[config.mk]
export PLATFORM = sky130hd
export DESIGN_NAME = td4_core
export DESIGN_NICKNAME = d
export VERILOG_FILES = /design/src/rtl/td4_pkg.sv /design/src/rtl/td4_decode.sv /design/src/rtl/td4_core.sv
export SDC_FILE = /design/constraint.sdc
export NUM_CORES = 1
export LEC_CHECK = 0
export ABC_AREA = 1
export BUFFER_PORTS_ARGS = -buffer_cell sky130_fd_sc_hd__buf_2
export CORE_AREA = 2 2 51 53
export CTS_CLUSTER_SIZE = 20
export DETAILED_ROUTE_END_ITERATION = 8
export DIE_AREA = 0 0 53 55
export GPL_ROUTABILITY_DRIVEN = 0
export GPL_TIMING_DRIVEN = 0
export PLACE_DENSITY = 0.74
export SLEW_MARGIN = 5
export SYNTH_ARGS = -nofsm -noshare
export SYNTH_HDL_FRONTEND = slang
export SYNTH_SLANG_ARGS = --single-unit
[constraint.sdc]
create_clock -name clk -period 3.3 [get_ports clk]
set_input_delay 0.495 -clock clk [delete_from_list [all_inputs] [get_ports clk]]
set_output_delay 0.495 -clock clk [all_outputs]
set_load 0.03 [all_outputs]
[src/rtl/td4_pkg.sv]
// Shared definitions for the TD4 4-bit CPU core: instruction field widths,
// opcode constants, ALU source encoding and the 5-bit adder helper.
package td4_pkg;

   localparam int INSN_W = 8;
   localparam int OPC_W  = 4;
   localparam int IMM_W  = 4;
   localparam int DATA_W = 4;
   localparam int PC_W   = 4;

   localparam logic [OPC_W-1:0] OP_ADD_A_IM = 4'b0000;
   localparam logic [OPC_W-1:0] OP_MOV_A_B  = 4'b0001;
   localparam logic [OPC_W-1:0] OP_IN_A     = 4'b0010;
   localparam logic [OPC_W-1:0] OP_MOV_A_IM = 4'b0011;
   localparam logic [OPC_W-1:0] OP_MOV_B_A  = 4'b0100;
   localparam logic [OPC_W-1:0] OP_ADD_B_IM = 4'b0101;
   localparam logic [OPC_W-1:0] OP_IN_B     = 4'b0110;
   localparam logic [OPC_W-1:0] OP_MOV_B_IM = 4'b0111;
   localparam logic [OPC_W-1:0] OP_OUT_B    = 4'b1001;
   localparam logic [OPC_W-1:0] OP_OUT_IM   = 4'b1011;
   localparam logic [OPC_W-1:0] OP_JNC_IM   = 4'b1110;
   localparam logic [OPC_W-1:0] OP_JMP_IM   = 4'b1111;

   // Register operand feeding the adder; the other operand is Im or zero.
   typedef enum logic [1:0] {
      SRC_A    = 2'd0,
      SRC_B    = 2'd1,
      SRC_IN   = 2'd2,
      SRC_ZERO = 2'd3
   } src_sel_t;

   // 5-bit sum of two 4-bit operands; bit 4 is the carry out.
   function automatic logic [DATA_W:0] add5(input logic [DATA_W-1:0] x,
                                            input logic [DATA_W-1:0] y);
      return {1'b0, x} + {1'b0, y};
   endfunction

endpackage

[src/rtl/td4_decode.sv]
// Combinational instruction decoder for the TD4 core. Undefined opcodes
// fall into the default arm and behave as NOP (only PC+1, carry cleared).
module td4_decode
   import td4_pkg::*;
(
   input  logic [OPC_W-1:0] opcode,
   input  logic             c,
   output logic             load_a,
   output logic             load_b,
   output logic             load_out,
   output logic             load_pc,
   output logic             use_imm,
   output logic             is_add,
   output src_sel_t         src_sel
);

   // Map each opcode to register-load strobes and adder operand selection.
   always_comb begin
      load_a   = 1'b0;
      load_b   = 1'b0;
      load_out = 1'b0;
      load_pc  = 1'b0;
      use_imm  = 1'b0;
      is_add   = 1'b0;
      src_sel  = SRC_ZERO;
      case (opcode)
         OP_ADD_A_IM: begin load_a = 1'b1; src_sel = SRC_A;  use_imm = 1'b1; is_add = 1'b1; end
         OP_MOV_A_B:  begin load_a = 1'b1; src_sel = SRC_B;  end
         OP_IN_A:     begin load_a = 1'b1; src_sel = SRC_IN; end
         OP_MOV_A_IM: begin load_a = 1'b1; use_imm = 1'b1;   end
         OP_MOV_B_A:  begin load_b = 1'b1; src_sel = SRC_A;  end
         OP_ADD_B_IM: begin load_b = 1'b1; src_sel = SRC_B;  use_imm = 1'b1; is_add = 1'b1; end
         OP_IN_B:     begin load_b = 1'b1; src_sel = SRC_IN; end
         OP_MOV_B_IM: begin load_b = 1'b1; use_imm = 1'b1;   end
         OP_OUT_B:    begin load_out = 1'b1; src_sel = SRC_B; end
         OP_OUT_IM:   begin load_out = 1'b1; use_imm = 1'b1;  end
         OP_JNC_IM:   begin load_pc = ~c; end
         OP_JMP_IM:   begin load_pc = 1'b1; end
         default:     begin load_pc = 1'b0; end
      endcase
   end

endmodule

[src/rtl/td4_core.sv]
// TD4 4-bit CPU core: zero-latency fetch from an external combinational ROM,
// one instruction per execute cycle. Optional macro TD4_PRESCALE_EN adds a
// 0..PRESCALE-1 counter so an instruction executes only every PRESCALE clocks.
module td4_core
   import td4_pkg::*;
#(
   parameter int PRESCALE = 4
) (
   input  logic              clk,
   input  logic              rst_n,
   output logic [PC_W-1:0]   rom_addr,
   input  logic [INSN_W-1:0] rom_data,
   input  logic [DATA_W-1:0] in_port,
   output logic [DATA_W-1:0] out_port,
   output logic              carry
);

   logic [PC_W-1:0]   pc_r;
   logic [DATA_W-1:0] a_r;
   logic [DATA_W-1:0] b_r;
   logic [DATA_W-1:0] out_r;
   logic              c_r;
   logic              exec_s;

   logic [OPC_W-1:0]  opcode_s;
   logic [IMM_W-1:0]  imm_s;
   logic              load_a_s, load_b_s, load_out_s, load_pc_s, use_imm_s, is_add_s;
   src_sel_t          src_sel_s;
   logic [DATA_W-1:0] src_val_s;
   logic [DATA_W-1:0] opnd_s;
   logic [DATA_W:0]   sum_s;

   assign opcode_s = rom_data[INSN_W-1 -: OPC_W];
   assign imm_s    = rom_data[IMM_W-1:0];
   assign rom_addr = pc_r;
   assign out_port = out_r;
   assign carry    = c_r;

`ifdef TD4_PRESCALE_EN
   logic [15:0] cnt_r;

   assign exec_s = (cnt_r == 16'(PRESCALE - 1));

   // Prescale counter: wraps to zero on the execute cycle.
   always_ff @(posedge clk or negedge rst_n) begin
      if (!rst_n) begin
         cnt_r <= 16'd0;
      end else if (exec_s) begin
         cnt_r <= 16'd0;
      end else begin
         cnt_r <= cnt_r + 16'd1;
      end
   end
`else
   logic [15:0] unused_prescale_s;

   assign unused_prescale_s = 16'(PRESCALE);
   assign exec_s            = 1'b1;
`endif

   td4_decode u_decode (
      .opcode   (opcode_s),
      .c        (c_r),
      .load_a   (load_a_s),
      .load_b   (load_b_s),
      .load_out (load_out_s),
      .load_pc  (load_pc_s),
      .use_imm  (use_imm_s),
      .is_add   (is_add_s),
      .src_sel  (src_sel_s)
   );

   // Adder operand selection: register source plus Im (or zero for moves).
   always_comb begin
      src_val_s = {DATA_W{1'b0}};
      case (src_sel_s)
         SRC_A:    src_val_s = a_r;
         SRC_B:    src_val_s = b_r;
         SRC_IN:   src_val_s = in_port;
         SRC_ZERO: src_val_s = {DATA_W{1'b0}};
         default:  src_val_s = {DATA_W{1'b0}};
      endcase
      if (use_imm_s) begin
         opnd_s = imm_s;
      end else begin
         opnd_s = {DATA_W{1'b0}};
      end
      sum_s = add5(src_val_s, opnd_s);
   end

   // Architectural state: all registers update together on an execute edge.
   always_ff @(posedge clk or negedge rst_n) begin
      if (!rst_n) begin
         pc_r  <= {PC_W{1'b0}};
         a_r   <= {DATA_W{1'b0}};
         b_r   <= {DATA_W{1'b0}};
         out_r <= {DATA_W{1'b0}};
         c_r   <= 1'b0;
      end else if (exec_s) begin
         pc_r <= load_pc_s ? imm_s : (pc_r + 4'd1);
         c_r  <= is_add_s ? sum_s[DATA_W] : 1'b0;
         if (load_a_s)   a_r   <= sum_s[DATA_W-1:0];
         if (load_b_s)   b_r   <= sum_s[DATA_W-1:0];
         if (load_out_s) out_r <= sum_s[DATA_W-1:0];
      end
   end

endmodule

# After elaboration in Yosys (flattened, before gate mapping)
# Index checks and enable logic that the tools add are counted.
# totals
output_inout_bits	9
ff_bits	17
in_bits	14
word_cells	43
# op_classes
n_eq_ne	14
addsub	2
muxes	11
n_bitwise	1
reduce_logical	10
# ops
cell	count
equality test 4 x 3 -> 1 bit (second input constant)	4
equality test 4 bit (second input constant)	4
case mux 4 bit (4 select lines)	1
equality test 4 x 2 -> 1 bit (second input constant)	2
2-to-1 mux 4 bit	2
OR reduction 2 bit	4
OR reduction 4 bit	2
2-to-1 mux 1 bit	6
case mux 2 bit (3 select lines)	1
adder 4 x 4 -> 5 bit	1
OR reduction 5 bit	1
adder 4 x 1 -> 4 bit (second input constant)	1
equality test 2 bit (second input constant)	2
equality test 4 x 1 -> 1 bit (second input constant)	1
logical NOT 4 bit	1
OR reduction 3 bit	1
equality test 2 x 1 -> 1 bit (second input constant)	1
logical NOT 2 bit	1
case mux 1 bit (2 select lines)	1
inverter 1 bit	1

# Depth between registers and ports, before layout
# Gate-level depths: netlist of the first run.
# depth
word_depth	7
depth_mapped	13

# Modules after synthesis
# A second synthesis of the first run with hierarchy kept.
# unflattened
cells_unflattened	136
hier_area_um2	1004.7
# by_module_without_submodules
mod	cells_per_inst	area_per_inst_um2	n_inst
td4_core	115	914.6	1
td4_decode	21	90.1	1

# Worst setup path before layout of the first run
# No wires, ideal clock.
# synth_timing
kind	input -> register
startpoint	in rom_data[5]
endpoint	reg a_r[2]
t_arrival_ns	1.917
path_stages	10
path_buffers	0
setup_time_ns	0.128
setup_slack_ns	1.255
cell_sequence	inv_2 > nand2_1 > nor2_2 > nand2_1 > a21oi_1 > ha_1 > inv_1 > fa_1 > xor2_1 > o21ai_0
# synth_between
elab_chain_cells	6
# synth_rtl
element	line	rtl
start: declaration	td4_core.sv:12	input logic [INSN_W-1:0] rom_data,
equality test 4 x 1 -> 1 bit (tied with other cells)	td4_decode.sv:26	case (opcode)
OR reduction 3 bit (no source line) or OR reduction 2 bit (tied branches)	--	
case mux 2 bit (3 select lines)	td4_decode.sv:26	
equality test 2 bit (tied with other cells)	td4_core.sv:76	case (src_sel_s)
case mux 4 bit (4 select lines)	td4_core.sv:76	
adder 4 x 4 -> 5 bit	td4_pkg.sv:35	return {1'b0, x} + {1'b0, y};
end signal: assignment	td4_core.sv:95	a_r <= {DATA_W{1'b0}};
end signal: assignment	td4_core.sv:102	if (load_a_s) a_r <= sum_s[DATA_W-1:0];
end: declaration	td4_core.sv:19	logic [DATA_W-1:0] a_r;
# Several ways; a longest one is shown, not always the timed one.
# A chain may end at the register's enable or synchronous reset.

# Worst setup path in the final report of the first run
# Same ends and word-level chain as after synthesis.

==> summary.txt, run 1 <==
Routed WL: 2.34 mm
Finished Layout Cells: 193
Initial antenna violation count: 0
Synthesized instance count: 137
Tcrit/Tclk final: 66.3%
Crit path launch type: input port
Post CTS Setup Buffer Count: 0
Layout cells sized above 1: 21.5%
Nets: 184
Diodes inserted: 0
WP data required: 3.47 ns
H-tree depth: 1
Core area: 2360 sq um
Slew @ Worst Pin: 0.391 ns
Number of global-route vias before repair: 978
I/O pin cnt: 23
Cells after DPL: 189
Arrival time at the worst endpoint: 2.36 ns
Leakage: 0.673 nW
GR Overflow Total: 0
Largest family of logic cells by synthesized area: simple AND/OR/NAND/NOR gates
Synth-to-layout area growth: 16.9%
Sequential area share after synthesis: 41.3%
Max FO, Critical Path: 9
Synth Register Bits: 17
Combinational Power Share: 36.9%
Largest net degree at the start of global routing: 18
Max cap viols: 0
CTS sink count: 17
Max VDD drop: 351 uV
Residual DRC: 0
Critical path endpoint: a_r[2]
Worst skew pair latency: 0.29 ns
Pwr Total: 638 uW
1st-iter DRT viols: 22
Xor/xnor share of the synthesized area: 2.55%
Crit path time final: 2.19 ns
Part of the power in registers: 45.5%
Fmax: 0.457 GHz
Number of different library cells in the post-synthesis netlist: 20
R2r endpoint: a_r[2]
Slew HR: 73.9%
Pwr dens: 530 nW/um^2
Commonest non-fill, non-tap cell in the layout: nand2_1
Final Hold Fails: 0
Mux contribution to synthesized area: 0%
Simple-Gate Fraction of Synth Area: 28.9%
Post-detail-place hpwl: 1.84 mm
Pins over their slew limit: 0
Clock-pin slew on the worst setup and hold paths: 0.10 ns
Synth top area share: 41.3%
Synth Warn #: 0
Initial Util: 43.6%
Final setup violation count: 0
GRT Util Overall: 19.7%
Post-synthesis adder-cell area fraction: 8.01%
First-pass GRT wire length: 4.12 mm
Via count: 954
WL/cell: 12.1 microns
Clock root buffer: clkbuf_4
Cell area after synthesis: 1030 sq um
Rows: 18
Sw Pwr: 252 uW
Fraction of the mapped netlist area in compound gates: 11.3%
Die Wd: 53 microns
Int Pwr: 386 uW
Clock skew: 0.00669 ns
CTS Buf Count: 3
Register-to-Register Path Depth: 7
Die area: 2920 sq um
Synthesized area per cell: 7.53 sq um
Min-delay worst type: in -> async
Post-route setup TNS: 0 ns
Post-cts resize count: 0
Hold_ws: 0.108 ns
Syn_nets: 157
Post-route ant nets: 0
PortBufs: 22
Reg2reg setup slack: 1.57 ns
Status: finished, final reports clean
Critical Setup Path Class: in -> reg
Crit end category: flop
Switching share of power: 39.5%
Yosys top cell by area: dfrtp_1
Critical Path Start: rom_data[5]
Clock Power Share: 17.6%
CTS Hold Buffers Added: 0
RSZ-0062 raised after global routing: false
Deepest clock path buffer count: 2
Synth area leaders: dfrtp_1 (41%), nand2_1 (15%), inv_1 (6.9%)
RR Startpoint: b_r[0]
Via-to-Cell Ratio: 4.94
CTS tree: built
Most frequent cells in the layout: nand2_1 (40), buf_2 (22), inv_1 (19), dfrtp_1 (17), o21ai_0 (12)
Router iterations before antenna repair: 4
Die H: 55 microns
## area by class of cell
class / instances / area (sq um)
fillers: 245 / 1160
multi-input cells: 98 / 523
flip-flops and latches: 17 / 425
repair buffers: 22 / 110
inverters: 22 / 82.6
well taps: 30 / 37.5
clock buffers: 4 / 26.3
## power groups by stage
stage | Clock [mW] | Combinational [mW] | Sequential, mW
after global placement | 0 | 0.232 | 0.290
after CTS | 0.115 | 0.239 | 0.290
after floorplan | 0 | 0.105 | 0.351
after global routing | 0.122 | 0.265 | 0.296
after detailed placement | 0 | 0.237 | 0.294
final | 0.113 | 0.235 | 0.290
## sequential cells by signal, summed over array words and instances (netlist names)
signal / flops
out_port: 4
a_r: 4
b_r: 4
carry: 1
rom_addr: 4
## cells by family (layout without fill, tap and decap cells)
family                   after synthesis  count (layout)
buffers and inverters                 22              48
adder cells (fa/ha/maj)                6               6
AO/OA/AOI/OAI                         22              22
AND/OR/NAND/NOR                       67              67
flip-flops                            17              17
XOR/XNOR                               3               3
## worst max-delay path: stages
cell and delay, ns:
buf_2 0.12, inv_2 0.15, nand2_1 0.10, nor2_2 0.21, nand2_1 0.08, a21oi_1 0.14, ha_1 0.23, inv_1 0.07
fa_1 0.40, xor2_1 0.25, o21ai_0 0.11
## synth_stat cells, drive strengths merged
master / instances
ha: 5
fa: 1
nand2: 42
nor2: 11
o21ai: 16
dfrtp: 17
o211ai: 1
xor2: 1
nor3: 2
nand3: 12
xnor2: 2
inv: 22
a21oi: 5
## metrics by stage
step / cell area (sq um) / worst slack [ns] / utilization (%)
6_report: 1200 / 1.11 / 51.0
5_1_grt: 1200 / 0.922 / 51.0
4_1_cts: 1200 / 1.10 / 51.0
3_5_place_dp: 1180 / 0.813 / 49.8
3_3_place_gp: 1180 / 0.872 / 49.8
2_1_floorplan: 1030 / 1.26 / -
## worst min path at each step
stage | from | to | slack, ns
detailed placement | rst_n | rom_addr[2] | 0.45
global placement | rst_n | rom_addr[1] | 0.44
finish | rst_n | carry | 0.11
floorplan | rst_n | a_r[0] | 0.20
CTS | rst_n | carry | 0.12
global route | rst_n | carry | 0.14
## per-layer routing
layer | track usage [%] | routed length [microns] | vias to the layer above
met2 | 35.8 | 1140 | 34
li1 | - | - | 488
met5 | 0 | 0 | -
met4 | 7.69 | 32 | 0
met1 | 22.9 | 1010 | 427
met3 | 3.76 | 154 | 5
(Power assumes the default switching activity.)
==> run 2, diff against run 1 <==
ABC_AREA = 0   (was 1)
PLACE_DENSITY = 0.75   (was 0.74)
clock period = 2 ns   (was 3.3 ns; I/O delays follow)
==> run 2 against run 1 <==
  * The run now ends with setup timing left
  * Cell count down 15%
  * Synthesized area down 3.3%
  * Cell area up 5.8%
  * Sequential share of layout area down 1.9 points
  * Clock power up 59%
  * Routed wire length down 1.9%
  * Hold slack better by 0.098 ns
  * Synthesized cell count down 27%
  * Sequential power up 67%
  * Register-to-register slack worse by 1.4 ns
  * Largest cell class unchanged
==> summary.txt, run 2 <==
GRT Util Overall: 17.9%
Synth Warn #: 0
Nets: 155
Crit path time final: 2.08 ns
Sw Pwr: 401 uW
Largest net degree at the start of global routing: 18
Clock root buffer: clkbuf_4
Hold path start: rom_data[5]
Met2 WL: 1.18 mm
Place WS: -0.580 ns
Clock-pin slew on the worst setup and hold paths: 0.09 ns
Most frequent cells in the layout: buf_2 (19), dfrtp_1 (17), nand2_1 (11), o21ai_0 (9), buf_4 (9)
Finished Layout Cells: 164
Final critical-path setup slack: -0.0760 ns
Max cap viols: 0
Met3 Wirelength: 132 microns
Most frequent cell after synthesis: dfrtp_1
Leakage: 0.606 nW
FILL cells: 226
Arrival time at the worst endpoint: 2.25 ns
Clock skew: 0.00214 ns
Rows: 18
Top routing layer in use: met4
Hold_ws: 0.206 ns
RR Startpoint: b_r[1]
H-tree depth: 1
Number of different library cells in the post-synthesis netlist: 30
Synth-to-layout area growth: 27.9%
PortBufs: 21
CTS Buf Count: 3
CTS tree: built
GR Overflow Total: 0
Fmax: 0.482 GHz
Synth area leaders: dfrtp_1 (43%), mux2_2 (6.8%), ha_1 (6.3%)
Routed WL: 2.29 mm
1st-iter DRT viols: 20
Layout cells sized above 1: 36.6%
Final Hold Fails: 0
Synth top area share: 42.7%
Pins over their slew limit: 0
Residual DRC: 0
Sequential area share after synthesis: 42.7%
Die Wd: 53 microns
I/O pin cnt: 23
Diodes inserted: 0
Critical Setup Path Class: in -> reg
Max FO, Critical Path: 4
Critical Path Start: rom_data[7]
Core area: 2360 sq um
Switching share of power: 37.0%
Met1 WL: 911 microns
Max VDD drop: 470 uV
Cells after DPL: 151
Post-synth EDFFs: 0
Die area: 2920 sq um
WP data required: 2.17 ns
Final Instance Area: 1270 sq um
Post-synth top cells: dfrtp_1 (17), nand2_1 (11), o21ai_0 (10)
Post-route ant nets: 0
Final setup violation count: 4
Post-detail-place hpwl: 1.63 mm
Initial antenna violation count: 0
Synthesized instance count: 100
Status: finished, violations left
Initial Util: 42.2%
Synth Register Bits: 17
Yosys top cell by area: dfrtp_1
Synthesized area per cell: 9.97 sq um
Post-route setup TNS: -0.171 ns
Slew HR: 74.0%
Min-delay worst type: in -> reg
CTS sink count: 17
Crit path launch type: input port
Slew @ Worst Pin: 0.387 ns
Post-synth ARST share: 100%
Tcrit/Tclk final: 104%
Syn_nets: 120
Via count: 885
Commonest non-fill, non-tap cell in the layout: buf_2
WL/cell: 14.0 microns
First-pass GRT wire length: 3.67 mm
Die H: 55 microns
Crit end category: flop
Deepest clock path buffer count: 2
Worst skew pair latency: 0.29 ns
Number of global-route vias before repair: 865
RSZ-0062 raised after global routing: true
Cell area after synthesis: 997 sq um
Part of the power in registers: 44.7%
Clock Power Share: 16.7%
Pwr dens: 849 nW/um^2
Via-to-Cell Ratio: 5.40
Combinational Power Share: 38.6%
Int Pwr: 682 uW
Failing checks: setup timing
Router iterations before antenna repair: 4
Predominant post-synthesis flop cell: dfrtp_1
Area after DPL: 1140 sq um
-- run 2: cell types whose count changed after synthesis, moves of 3 or more --
cell	delta
nor2b_1	+3
nand3_1	-7
a21boi_1	+3
nand2_1	-29
o31ai_1	+3
mux2_2	+6
inv_2	-3
o21ai_1	-3
inv_1	-15
nor2_1	-4
-- run 2: cell families after synthesis --
kind of cell    share of synthesized area (%)
compound gates                           16.6
xor+xnor                                 3.51
fa+ha+maj                                8.28
buf+inv                                  3.01
flops                                    42.7
mux                                      7.78
simple gates                             18.2
-- run 2: final cells by class --
| type | count | area, sq um | area share (%) |
|---|---|---|---|
| multi-input cells | 77 | 559 | 43.9 |
| flip-flops and latches | 17 | 425 | 33.4 |
| repair buffers | 30 | 193 | 15.1 |
| well taps | 30 | 37.5 | 2.94 |
| clock buffers | 4 | 26.3 | 2.06 |
| plain buffers | 2 | 18.8 | 1.47 |
| inverters | 4 | 15.0 | 1.18 |
-- run 2: per-layer routing --
layer | track usage [%] | vias up
li1 | - | 421
met1 | 21.0 | 432
met2 | 31.0 | 25
met3 | 2.15 | 7
met4 | 11.5 | 0
met5 | 0 | -
-- run 2: final timing paths --
check                              end  slack, ns  cells past startpoint
setup / recovery           out_port[3]      -0.08                      9
hold / removal                   carry       0.21                      2
setup reg to reg                 carry       0.18                      6
hold reg to reg            out_port[2]       0.48                      2
max in group asynchronous       a_r[3]       1.29                      2
min in group asynchronous  rom_addr[0]       0.44                      2
-- run 2: critical path, stage by stage --
cell	delay [ns]
buf_12	0.10
or3_4	0.38
a21o_1	0.20
buf_4	0.14
a21boi_1	0.14
ha_1	0.29
and3_1	0.20
nor3_1	0.35
o31ai_1	0.13
-- run 2: per-stage QoR --
stage | utilization [%] | total power, mW
after global routing | 53.9 | 1.15
after detailed placement | 48.3 | 0.888
after CTS | 52.7 | 1.08
after floorplan | - | 0.767
after global placement | 48.3 | 0.870
final | 53.9 | 1.08
-- run 2: power groups by stage --
stage / logic, mW / registers [mW] / clock network, mW
global route: 0.456 / 0.492 / 0.203
global placement: 0.387 / 0.483 / 0
floorplan: 0.177 / 0.590 / 0
detailed placement: 0.398 / 0.490 / 0
CTS: 0.415 / 0.483 / 0.187
finish: 0.418 / 0.484 / 0.180
-- run 2: what timing repair did --
item                       CTS  global route
resized for setup            9             5
setup endpoints to repair    4             7
hold buffers                 1             0
pin swaps                    6             6
setup buffers                6             2
hold endpoints to repair    17             0
